[src/rtl/paint_scheduler_pkg.sv]
// Shared types and frame constants for the paint scheduler.
package paint_scheduler_pkg;

    localparam int unsigned COOR_W       = 12;
    localparam int unsigned FRAME_WIDTH  = 1280;
    localparam int unsigned FRAME_HEIGHT = 300;

    typedef struct packed {
        logic        [COOR_W-1:0] sprite_x;
        logic        [COOR_W-1:0] sprite_y;
        logic signed [COOR_W-1:0] frame_x;
        logic signed [COOR_W-1:0] frame_y;
        logic        [COOR_W-1:0] width;
        logic        [COOR_W-1:0] height;
    } element_desc_t;

    typedef enum logic [2:0] {
        IDLE, CLEAR, FETCH, LOAD, START, PAINT, NEXT, DONE
    } state_t;

endpackage

[src/rtl/paint_scheduler_clear_scanner.sv]
// Raster counter for the frame clear: x is the inner loop, y the outer.
module clear_scanner
    import paint_scheduler_pkg::*;
#(
    parameter int unsigned WIDTH  = paint_scheduler_pkg::FRAME_WIDTH,
    parameter int unsigned HEIGHT = paint_scheduler_pkg::FRAME_HEIGHT,
    parameter int unsigned XW     = 11,
    parameter int unsigned YW     = 9
)(
    input  logic          clk,
    input  logic          rst,
    input  logic          start,
    input  logic          advance,
    output logic [XW-1:0] x,
    output logic [YW-1:0] y,
    output logic          last
);

    logic x_end;
    logic y_end;

    assign x_end = (x == XW'(WIDTH - 1));
    assign y_end = (y == YW'(HEIGHT - 1));
    assign last  = x_end && y_end;

    always_ff @(posedge clk) begin
        if (rst || start) begin
            x <= '0;
            y <= '0;
        end else if (advance) begin
            if (x_end) begin
                x <= '0;
                y <= y_end ? '0 : y + YW'(1);
            end else begin
                x <= x + XW'(1);
            end
        end
    end

endmodule

[src/rtl/paint_scheduler.sv]
// Frame render sequencer: optional clear, then walks the descriptor table driving the element painter.
module paint_scheduler
    import paint_scheduler_pkg::*;
#(
    parameter int unsigned COOR_WIDTH   = 12,
    parameter int unsigned FRAME_WIDTH  = paint_scheduler_pkg::FRAME_WIDTH,
    parameter int unsigned FRAME_HEIGHT = paint_scheduler_pkg::FRAME_HEIGHT,
    parameter int unsigned MAX_ELEMENTS = 32,
    parameter int unsigned IDX_WIDTH    = 5
)(
    input  logic                         clk_33m,
    input  logic                         rst,
    input  logic                         frame_start,
    input  logic                         clear_en,
    input  logic [IDX_WIDTH:0]           elem_count,
    output logic [IDX_WIDTH-1:0]         desc_addr,
    input  element_desc_t                desc_data,
    output logic                         pe_rst,
    output logic [COOR_WIDTH-1:0]        pe_sprite_x,
    output logic [COOR_WIDTH-1:0]        pe_sprite_y,
    output logic signed [COOR_WIDTH-1:0] pe_frame_x,
    output logic signed [COOR_WIDTH-1:0] pe_frame_y,
    output logic [COOR_WIDTH-1:0]        pe_width,
    output logic [COOR_WIDTH-1:0]        pe_height,
    input  logic [COOR_WIDTH-1:0]        pe_write_x,
    input  logic [COOR_WIDTH-1:0]        pe_write_y,
    input  logic [1:0]                   pe_write_palette,
    input  logic                         pe_finished,
    output logic                         fb_we,
    output logic [COOR_WIDTH-1:0]        fb_x,
    output logic [COOR_WIDTH-1:0]        fb_y,
    output logic [1:0]                   fb_palette,
    output logic                         busy,
    output logic                         frame_done
);

    localparam int unsigned CNT_W = IDX_WIDTH + 1;
    localparam int unsigned XW    = $clog2(FRAME_WIDTH);
    localparam int unsigned YW    = $clog2(FRAME_HEIGHT);

    state_t                  state;
    state_t                  state_next;
    logic [IDX_WIDTH-1:0]    index;
    logic [CNT_W-1:0]        count_q;
    logic [CNT_W-1:0]        count_sat;
    logic                    paint_first;
    logic                    accept;
    logic                    zero_size;
    logic                    more;
    logic                    scan_start;
    logic                    scan_adv;
    logic                    scan_last;
    logic [XW-1:0]           scan_x;
    logic [YW-1:0]           scan_y;
    logic                    pe_rst_d;
    logic                    fb_we_d;
    logic [COOR_WIDTH-1:0]   fb_x_d;
    logic [COOR_WIDTH-1:0]   fb_y_d;
    logic [1:0]              fb_pal_d;

    assign count_sat = (elem_count > CNT_W'(MAX_ELEMENTS)) ? CNT_W'(MAX_ELEMENTS) : elem_count;
    assign accept    = (state == IDLE) && frame_start;
    assign zero_size = (desc_data.width == '0) || (desc_data.height == '0);
    assign more      = (CNT_W'(index) + CNT_W'(1)) < count_q;
    assign desc_addr = index;

    clear_scanner #(
        .WIDTH  (FRAME_WIDTH),
        .HEIGHT (FRAME_HEIGHT),
        .XW     (XW),
        .YW     (YW)
    ) u_clear_scanner (
        .clk     (clk_33m),
        .rst     (rst),
        .start   (scan_start),
        .advance (scan_adv),
        .x       (scan_x),
        .y       (scan_y),
        .last    (scan_last)
    );

    always_ff @(posedge clk_33m) begin
        if (rst) state <= IDLE;
        else     state <= state_next;
    end

    always_comb begin
        state_next = state;
        unique case (state)
            IDLE: begin
                if (frame_start) begin
                    if (clear_en)             state_next = CLEAR;
                    else if (count_sat != '0) state_next = FETCH;
                    else                      state_next = DONE;
                end
            end
            CLEAR:   if (scan_last) state_next = (count_q != '0) ? FETCH : DONE;
            FETCH:   state_next = LOAD;
            LOAD:    state_next = zero_size ? NEXT : START;
            START:   state_next = PAINT;
            // First PAINT cycle may still see the previous element's finished flag
            PAINT:   if (!paint_first && pe_finished) state_next = NEXT;
            NEXT:    state_next = more ? FETCH : DONE;
            DONE:    state_next = IDLE;
            default: state_next = IDLE;
        endcase
    end

    always_comb begin
        scan_start = accept;
        scan_adv   = (state == CLEAR);
        pe_rst_d   = (state_next != PAINT);
        fb_we_d    = 1'b0;
        fb_x_d     = pe_write_x;
        fb_y_d     = pe_write_y;
        fb_pal_d   = pe_write_palette;
        if (state == CLEAR) begin
            fb_we_d  = 1'b1;
            fb_x_d   = COOR_WIDTH'(scan_x);
            fb_y_d   = COOR_WIDTH'(scan_y);
            fb_pal_d = 2'd0;
        end else if (state == PAINT && !paint_first) begin
            fb_we_d  = (pe_write_palette != 2'd0);
        end
    end

    always_ff @(posedge clk_33m) begin
        if (rst) begin
            index       <= '0;
            count_q     <= '0;
            paint_first <= 1'b0;
            pe_rst      <= 1'b1;
            busy        <= 1'b0;
            frame_done  <= 1'b0;
            fb_we       <= 1'b0;
            fb_x        <= '0;
            fb_y        <= '0;
            fb_palette  <= '0;
            pe_sprite_x <= '0;
            pe_sprite_y <= '0;
            pe_frame_x  <= '0;
            pe_frame_y  <= '0;
            pe_width    <= '0;
            pe_height   <= '0;
        end else begin
            pe_rst      <= pe_rst_d;
            busy        <= (state_next != IDLE);
            frame_done  <= (state_next == DONE);
            fb_we       <= fb_we_d;
            paint_first <= (state == START);
            if (fb_we_d) begin
                fb_x       <= fb_x_d;
                fb_y       <= fb_y_d;
                fb_palette <= fb_pal_d;
            end
            if (accept) begin
                index   <= '0;
                count_q <= count_sat;
            end else if (state == NEXT && more) begin
                index <= index + IDX_WIDTH'(1);
            end
            if (state == LOAD) begin
                pe_sprite_x <= COOR_WIDTH'(desc_data.sprite_x);
                pe_sprite_y <= COOR_WIDTH'(desc_data.sprite_y);
                pe_frame_x  <= COOR_WIDTH'(desc_data.frame_x);
                pe_frame_y  <= COOR_WIDTH'(desc_data.frame_y);
                pe_width    <= COOR_WIDTH'(desc_data.width);
                pe_height   <= COOR_WIDTH'(desc_data.height);
            end
        end
    end

endmodule

[config.mk]
export PLATFORM = sky130hd
export DESIGN_NAME = paint_scheduler
export DESIGN_NICKNAME = d
export VERILOG_FILES = /design/src/rtl/paint_scheduler_pkg.sv /design/src/rtl/paint_scheduler_clear_scanner.sv /design/src/rtl/paint_scheduler.sv
export SDC_FILE = /design/constraint.sdc
export NUM_CORES = 1
export LEC_CHECK = 0
export CAP_MARGIN = 15
export CORE_MARGIN = 1
export CORE_UTILIZATION = 25
export CTS_CLUSTER_DIAMETER = 40
export DETAILED_ROUTE_END_ITERATION = 10
export PLACE_DENSITY = 0.48
export SYNTH_ARGS = -nofsm -noshare
export SYNTH_HDL_FRONTEND = slang
export SYNTH_SLANG_ARGS = --single-unit
[constraint.sdc]
create_clock -name clk_33m -period 2.4 [get_ports clk_33m]
set_clock_uncertainty 0.05 [all_clocks]
set_input_delay 0.36 -clock clk_33m [delete_from_list [all_inputs] [get_ports clk_33m]]
set_output_delay 0.36 -clock clk_33m [all_outputs]
set_load 0.1 [all_outputs]
==> results.txt, run 1 <==
- After layout, the worst setup slack is 0.153 ns.
- Largest fanout of any net on the critical path: 6
- Number of library cell types mapped by synthesis: 55
- Layout-stage area growth over the synthesis result: 52.2%
- For this run, the detailed router's first-pass iteration total came to 4.
- Number of remaining DRC errors: 0
- Standard-cell row count: 54
* Insertion delay to the later sink of the worst-skew pair: 0.42 ns
- CTS Root Buffer Type: clkbuf_16
- The H-tree generated during clock tree synthesis spans 4 levels.
- The routed design has 18000 um of wire.
- Number of buffers added to fix hold violations after cts: 0
* Beginning of the worst hold path: rst
* Area of the die: 0.0230 mm2
* Die H: 152 um
- For the worst setup path, the data arrival time is 2.51 ns.
* Worst slack after detailed placement: 0.0125 ns
- Placer congestion estimate: 0.718
- Dividing the detail-routed wire length by the instance count gives 15.2 um.
* Mean instance size in the synthesized netlist: 8.23 um2
* Mapped Cells: 681
- Sum of net half-perimeters after detailed placement: 12700 um
- Max-slew violations: 0
* Maximum clock insertion buffer count: 2
- The final layout contains 1009 nets.
- Sort of element at the end of the critical path: register
- Final-layout worst hold slack: 0.296 ns
- Of the cells placed in the final design, the portion with a size suffix greater than 1 is 20.2%.
* Worst setup path startpoint: desc_addr[0]$_SDFFE_PP0P_
- In this run the static leakage power is 0.00319 uW.
- Startpoint-to-endpoint class of the critical path: register to register
- Post-synth top area share: 49.0%
* Most area-consuming cells after synthesis: dfxtp_1 (49%), nand2_1 (13%), a21oi_1 (8.8%)
- Dividing the final minimum period by the clock period gives 93.6%.
- During I/O placement, the number of pins put on the boundary was 216.
* Clock-pin transition on the worst setup and hold timing paths: 0.06 ns
- The most used flip-flop cell after synthesis is dfxtp_1.
- The worst setup path is launched from a register.
- In this run the critical register-to-register path is launched from desc_addr[0]$_SDFFE_PP0P_.
- Number of warnings reported in the yosys synthesis log: 0
* Flop and latch count out of synthesis: 137
* Die width: 152 um
* Cell accounting for the most synthesized area: dfxtp_1
* Cell area after technology mapping: 0.00560 mm2
- Counting flops with an async set or reset pin after synthesis yields a share of 0%.
* Worst vdd rail ir drop: 0.390 mV
* Total congestion overflow: 0
- Synthesized Nets: 798
- Once the floorplan was initialized, standard cells occupied 25.6% of the core.
* Number of cells on the worst hold path: 2
* Met2 wire len: 8480 um
- F_max: 0.445 GHz
- Max-cap violations: 0
* Power Dens Cells: 803 mW/mm2
- Wire length on met3: 904 um
- Transition time at the pin with the least slew margin: 0.619 ns
- Vias in the first global route: 5138
- Final Hold Viols: 0
- Counting flops with a built-in enable in the synthesized netlist gives 0.
- Setup violations remaining at the end of the flow were counted as 0.
- The count of cells in the finished layout, fillers not included, comes to 1185.
- Met1 wire length: 8250 um
- Data on the critical path is required at its endpoint by 2.66 ns.
* FF-to-FF path depth: 10
* Global router's overall resource usage: 15.5%
- Setup repair after global routing left no endpoint under its margin.
- Wire length of the first global-routing pass: 27400 um
- For this block, the via count after detailed routing is 5424.
- Antenna violations before repair: 0
- CTS tree: built
- Max-slew headroom at the worst pin: 58.5%
- The floorplan step defined a core boundary enclosing 0.0219 mm2.
* Dpl cells: 1153
- Pin count of the biggest net entering global routing: 73
* Seq/Total Area, Yosys: 49.0%
- In this run the top signal layer used is met4.
* Outcome: finished clean
- Once detail routing completed, the nets flagged for antenna violations numbered 0.
* Via-to-Cell Ratio: 4.58
- 0 antenna diodes ended up in the layout.
* Number of clock sinks seen by CTS: 137
- Shortest clock period the worst path allows after layout: 2.25 ns
- TritonCTS created 17 clock buffers.
* Iteration-0 DRC count of the detailed router: 204
- I/O Buffers: 215
- The path class of the tightest hold or removal check is primary input to register.
- Setup Buffers After CTS: 0
- Post-Route Setup TNS: 0 ns
[sequential cells by signal (all words and copies together), names as in the netlist, 2 cells and up]
signal / cells
pe_sprite_y: 12
fb_y: 12
pe_sprite_x: 12
u_clear_scanner.y: 9
pe_frame_x: 12
fb_palette: 2
pe_frame_y: 12
pe_width: 12
u_clear_scanner.x: 11
desc_addr: 5
count_q: 6
state: 3
fb_x: 12
pe_height: 12
[layout by cell type, fill, tap and decap left out, types with 4 or more instances in the layout]
cell             instances
nand3_1                 14
buf_12                   4
a21oi_1                 98
a22oi_1                  5
xor2_1                  13
dfxtp_4                  4
or3_1                    4
xnor2_1                  7
a311oi_1                16
nor4_1                  10
ha_1                     7
nand4_1                  5
o21ai_0                  6
buf_4                  124
inv_1                    7
nand3b_1                11
clkbuf_16               18
clkdlybuf4s50_1        107
nor2_1                  47
dfxtp_1                132
nand2_1                200
[routing by layer]
layer,track usage [%],vias up
met4,6.14,0
met3,3.95,20
li1,-,2744
met5,0,-
met1,20.0,2544
met2,24.4,116
[final cells by class]
cell class,count,area (um2)
fill,2312,13400
sequential,137,2760
multi-input combinational,494,2690
timing repair buffer,235,2080
clock buffer,19,454
tap,280,350
clock inverter,13,164
inverter,7,26.3
[final timing paths]
path	end	slack (ns)
worst max-delay path	desc_addr[2]$_SDFFE_PP0P_	0.15
worst min-delay path	fb_we$_SDFF_PP0_	0.30
worst max register to register	desc_addr[2]$_SDFFE_PP0P_	0.15
worst min register to register	pe_frame_x[3]$_SDFFE_PP0P_	0.40
[stage by stage]
stage | power (uW) | utilization [%] | instance area [um2]
floorplan | 3630 | - | 5640
global placement | 4160 | 36.0 | 7890
detailed placement | 4160 | 36.0 | 7890
CTS | 6960 | 38.9 | 8510
global route | 7160 | 38.9 | 8520
finish | 6850 | 38.9 | 8520
[synthesized netlist by cell type (all sizes together) (2+ instances only)]
| master | n |
|---|---|
| o21ai | 6 |
| a31oi | 4 |
| buf | 11 |
| xnor2 | 7 |
| dfxtp | 137 |
| or4b | 3 |
| and3 | 2 |
| nor3b | 7 |
| a211oi | 2 |
| and2 | 2 |
| nand4 | 7 |
| xor2 | 13 |
| a22oi | 5 |
| nand3b | 11 |
| nand3 | 14 |
| mux2i | 2 |
| a311oi | 16 |
| a21oi | 98 |
| nand2 | 200 |
| nor4 | 11 |
| nor4b | 3 |
| clkbuf | 32 |
| nor2 | 48 |
| or3 | 4 |
| nor2b | 2 |
| or3b | 2 |
| inv | 7 |
| nor3 | 3 |
| ha | 8 |
| nand2b | 3 |
[power breakdown]
| part | internal, uW | leakage (uW) | switching [uW] |
|---|---|---|---|
| logic | 476 | 0.00178 | 1160 |
| registers | 2390 | 0.00111 | 73.9 |
| clock network | 1700 | 0.000299 | 1040 |
[cell families after synthesis]
group	count (synthesis)	share of synthesized area (%)
AND/OR/NAND/NOR	327	27.8
AO/OA/AOI/OAI	137	14.2
flip-flops	137	49.0
buffers and inverters	50	3.77
XOR/XNOR	20	3.13
adder cells (fa/ha/maj)	8	1.79
multiplexers	2	0.357
[what timing repair did]
action | in CTS | in global routing
hold endpoints to repair | 0 | 0
gates resized for setup | 1 | 3
pin swaps | 0 | 1
setup endpoints to repair | 1 | 3
[worst max-delay path, stage by stage, from the launching register on]
cell and delay (ns):
dfxtp_4 0.39, ha_4 0.15, nand3_1 0.11, xnor2_1 0.14, ha_1 0.30, nand2_1 0.07, o21ai_0 0.18, buf_4 0.21
nor4b_1 0.34, xnor2_1 0.16, nor2_1 0.05
Note: power is estimated with default switching activity, not from simulation.
==> run 2, diff against run 1 <==
--- a/constraint.sdc
+++ b/constraint.sdc
@@ -4,2 +4,2 @@
 set_output_delay 0.36 -clock clk_33m [all_outputs]
-set_load 0.1 [all_outputs]
+set_load 0.01 [all_outputs]
==> run 2 against run 1 <==
  * Worst setup slack got worse by 0.00054 ns
  * Clock power about the same
  * Total power is 9.4% lower
  * Critical endpoint is now busy$_SDFF_PP0_
  * Largest power group unchanged
==> results.txt, run 2 (synthesis results as in run 1) <==
* Pin count of the biggest net entering global routing: 80
- Vias in the first global route: 4994
- After detailed placement, the total cell area comes to 0.00812 mm2.
- At the later pin of the worst-skew pair, clock insertion delay measures 0.42 ns.
* F_max: 0.445 GHz
- The repair_antennas step left the layout with diodes totalling 0.
- # IOs: 216
- The share of total power dissipated in the clock network is 44.6%.
- Global router's overall resource usage: 15.2%
* Standard-cell row count: 54
* Most frequent cells in the layout: clkdlybuf4s50_1 (214), nand2_1 (200), dfxtp_1 (137), a21oi_1 (98), nor2_1 (47)
- Comb pwr share: 15.6%
- Sum of net half-perimeters after detailed placement: 12700 um
- The path with the worst hold slack has its endpoint at state[1]$_SDFF_PP0_.
- The number of max-slew violations in the final report is 0.
* Clock-pin transition on the worst setup and hold timing paths: 0.06 ns
- After the flow finishes, the layout carries non-filler instances totaling 1188.
- After filler insertion, the fill cell instance count of the layout stands at 2304.
- The number of antenna violations at the first check in global routing is 0.
- For this block, the routed nets add up to 18000 um of wire.
* Post-Route Setup TNS: 0 ns
- Arr. time, crit path: 2.47 ns
* CTS tree: built
- After detailed routing, the met2 layer carries 8550 um of wire.
- Switch share: 26.4%
- In this run the worst hold path is classified as primary input to register.
- Floorplan Core Area: 0.0219 mm2
- The number of cells on the worst reg-to-reg path is 9.
- For this design the static power due to leakage is 0.00299 uW.
- Highest metal layer used by the detailed router: met4
- Sequential cell fraction of total power: 39.8%
- The worst setup path is launched from a register.
- Die H: 152 um
* Startpoint-to-endpoint class of the critical path: register to register
- For this design the ratio of total power to cell area is 708 mW/mm2.
- Wire length on met3: 1040 um
- Iteration-0 DRC count of the detailed router: 199
* Outcome: finished clean
- Counting every sink on the clock net gives 137.
- For this design the total switching power over the nets is 1640 uW.
* Number of buffers added to fix hold violations after cts: 0
* Crit path largest cell delay: 0.34 ns
- The count of nets left with antenna violations once routing finished came out at 0.
- Portion of the clock cycle consumed by the worst path in the final layout: 93.6%
* Slowest cell on the critical path: dfxtp_1
- CTS Root Buffer Type: clkbuf_16
- Number of remaining DRC errors: 0
* Max-cap violations: 0
- Layout-stage area growth over the synthesis result: 56.4%
* Routed length per instance: 15.1 um
* Area of the die: 0.0230 mm2
* I/O Buffers: 215
- Met1 wire length: 8220 um
- In this run the worst path has a maximum fanout of 5.
- Initial cell density of the core: 25.6%
- Critical path buffer and inverter count: 0
- Setup Buffers After CTS: 0
* Number of H-tree branching levels: 4
- Worst vdd rail ir drop: 0.363 mV
- Sort of element at the end of the critical path: register
- In this run the horizontal extent of the chip is 152 um.
* Via count: 5313
- Internal power consumption: 4570 uW
- Max-slew headroom at the worst pin: 61.6%
* Maximum clock insertion buffer count: 2
- The number of clock buffers added by TritonCTS is 17.
* Number of cells on the worst hold path: 2
* Placer congestion estimate: 0.757
* Critical R2R Launch: desc_addr[0]$_SDFFE_PP0P_
* Final core utilization: 40.0%
- The worst register-to-register path ends at busy$_SDFF_PP0_.
- For the pin with the worst max-slew slack, the measured transition is 0.572 ns.
* Flop2flop setup slack: 0.15 ns
* Worst path top cell family by delay: simple AND/OR/NAND/NOR gates
- Overall power consumption: 6210 uW
- Most frequent standard cell in the layout excluding fill and tap cells: clkdlybuf4s50_1
* Share of layout cells above drive strength 1: 8.26%
* Final setup viols: 0
* Dpl cells: 1156
* Total congestion overflow: 0
* Shortest clock period the worst path allows after layout: 2.25 ns
- Unrepaired setup endpoints after global routing: yes
* NumNets Final: 1012
- DRT Pass-1 Iters: 4
- CP Cell Sequence: ha_2 > nand3_2 > xnor2_2 > ha_1 > and4_1 > o21a_1 > o21bai_2 > nor3b_4 > a31oi_1
* Required time reported for the critical path endpoint: 2.62 ns
- Via-to-Cell Ratio: 4.47
- Total non-filler cell area in the finished layout: 0.00876 mm2
- The startpoint identified for the worst hold timing path is rst.
- The first global-routing pass estimated 26900 um of wire.
- The number of hold violations in the final report is 0.
run 2: final cells by class:
cell class                      instances  area (um2)  area share (%)
Timing Repair Buffer                  238        2350            26.8
Tap cell                              280         350            4.00
Sequential cell                       137        2740            31.3
Clock buffer                           18         429            4.90
Multi-Input combinational cell        494        2680            30.6
Inverter                                7        26.3           0.300
Clock inverter                         14         186            2.13
run 2: repair_timing:
action	4_1_cts	5_1_grt
setup endpoints to repair	1	6
resized for setup	1	6
pin swaps	0	1
run 2: power by group through the flow:
stage | combinational (uW) | clock (uW) | sequential [uW]
2_1_floorplan | 393 | 0 | 2550
6_report | 971 | 2770 | 2470
3_3_place_gp | 977 | 0 | 2520
4_1_cts | 977 | 2870 | 2470
5_1_grt | 1070 | 2950 | 2490
3_5_place_dp | 973 | 0 | 2520
run 2: per-layer routing:
metal / up-vias / track usage, %
li1: 2749 / -
met1: 2431 / 19.7
met2: 122 / 24.0
met3: 11 / 4.37
met4: 0 / 5.05
met5: - / 0
run 2: how the worst max path moves through the flow:
stage | endpoint | startpoint | slack, ns | depth (start not counted)
4_1_cts | busy$_SDFF_PP0_ | desc_addr[0]$_SDFFE_PP0P_ | 0.02 | 9
3_3_place_gp | pe_rst$_SDFF_PP1_ | desc_addr[0]$_SDFFE_PP0P_ | 0.03 | 9
6_report | busy$_SDFF_PP0_ | desc_addr[0]$_SDFFE_PP0P_ | 0.15 | 9
2_1_floorplan | busy$_SDFF_PP0_ | desc_addr[0]$_SDFFE_PP0P_ | 0.10 | 9
3_5_place_dp | pe_rst$_SDFF_PP1_ | desc_addr[0]$_SDFFE_PP0P_ | -0.009 | 9
5_1_grt | desc_addr[1]$_SDFFE_PP0P_ | desc_addr[0]$_SDFFE_PP0P_ | -0.03 | 9
run 2: metrics by stage:
| stage | hold slack (ns) | worst slack, ns |
|---|---|---|
| 6_report | 0.310 | 0.152 |
| 5_1_grt | 0.320 | -0.0312 |
| 4_1_cts | 0.282 | 0.0225 |
| 3_5_place_dp | 0.396 | -0.00892 |
| 3_3_place_gp | 0.392 | 0.0266 |
| 2_1_floorplan | 0.392 | 0.102 |
==> run 3, diff against run 2 <==
CTS_CLUSTER_SIZE = 10   (was default)
SLEW_MARGIN = 10   (was default)
==> results of run 3 <==
Final layout, timing and power as in run 2 (identical DEF).
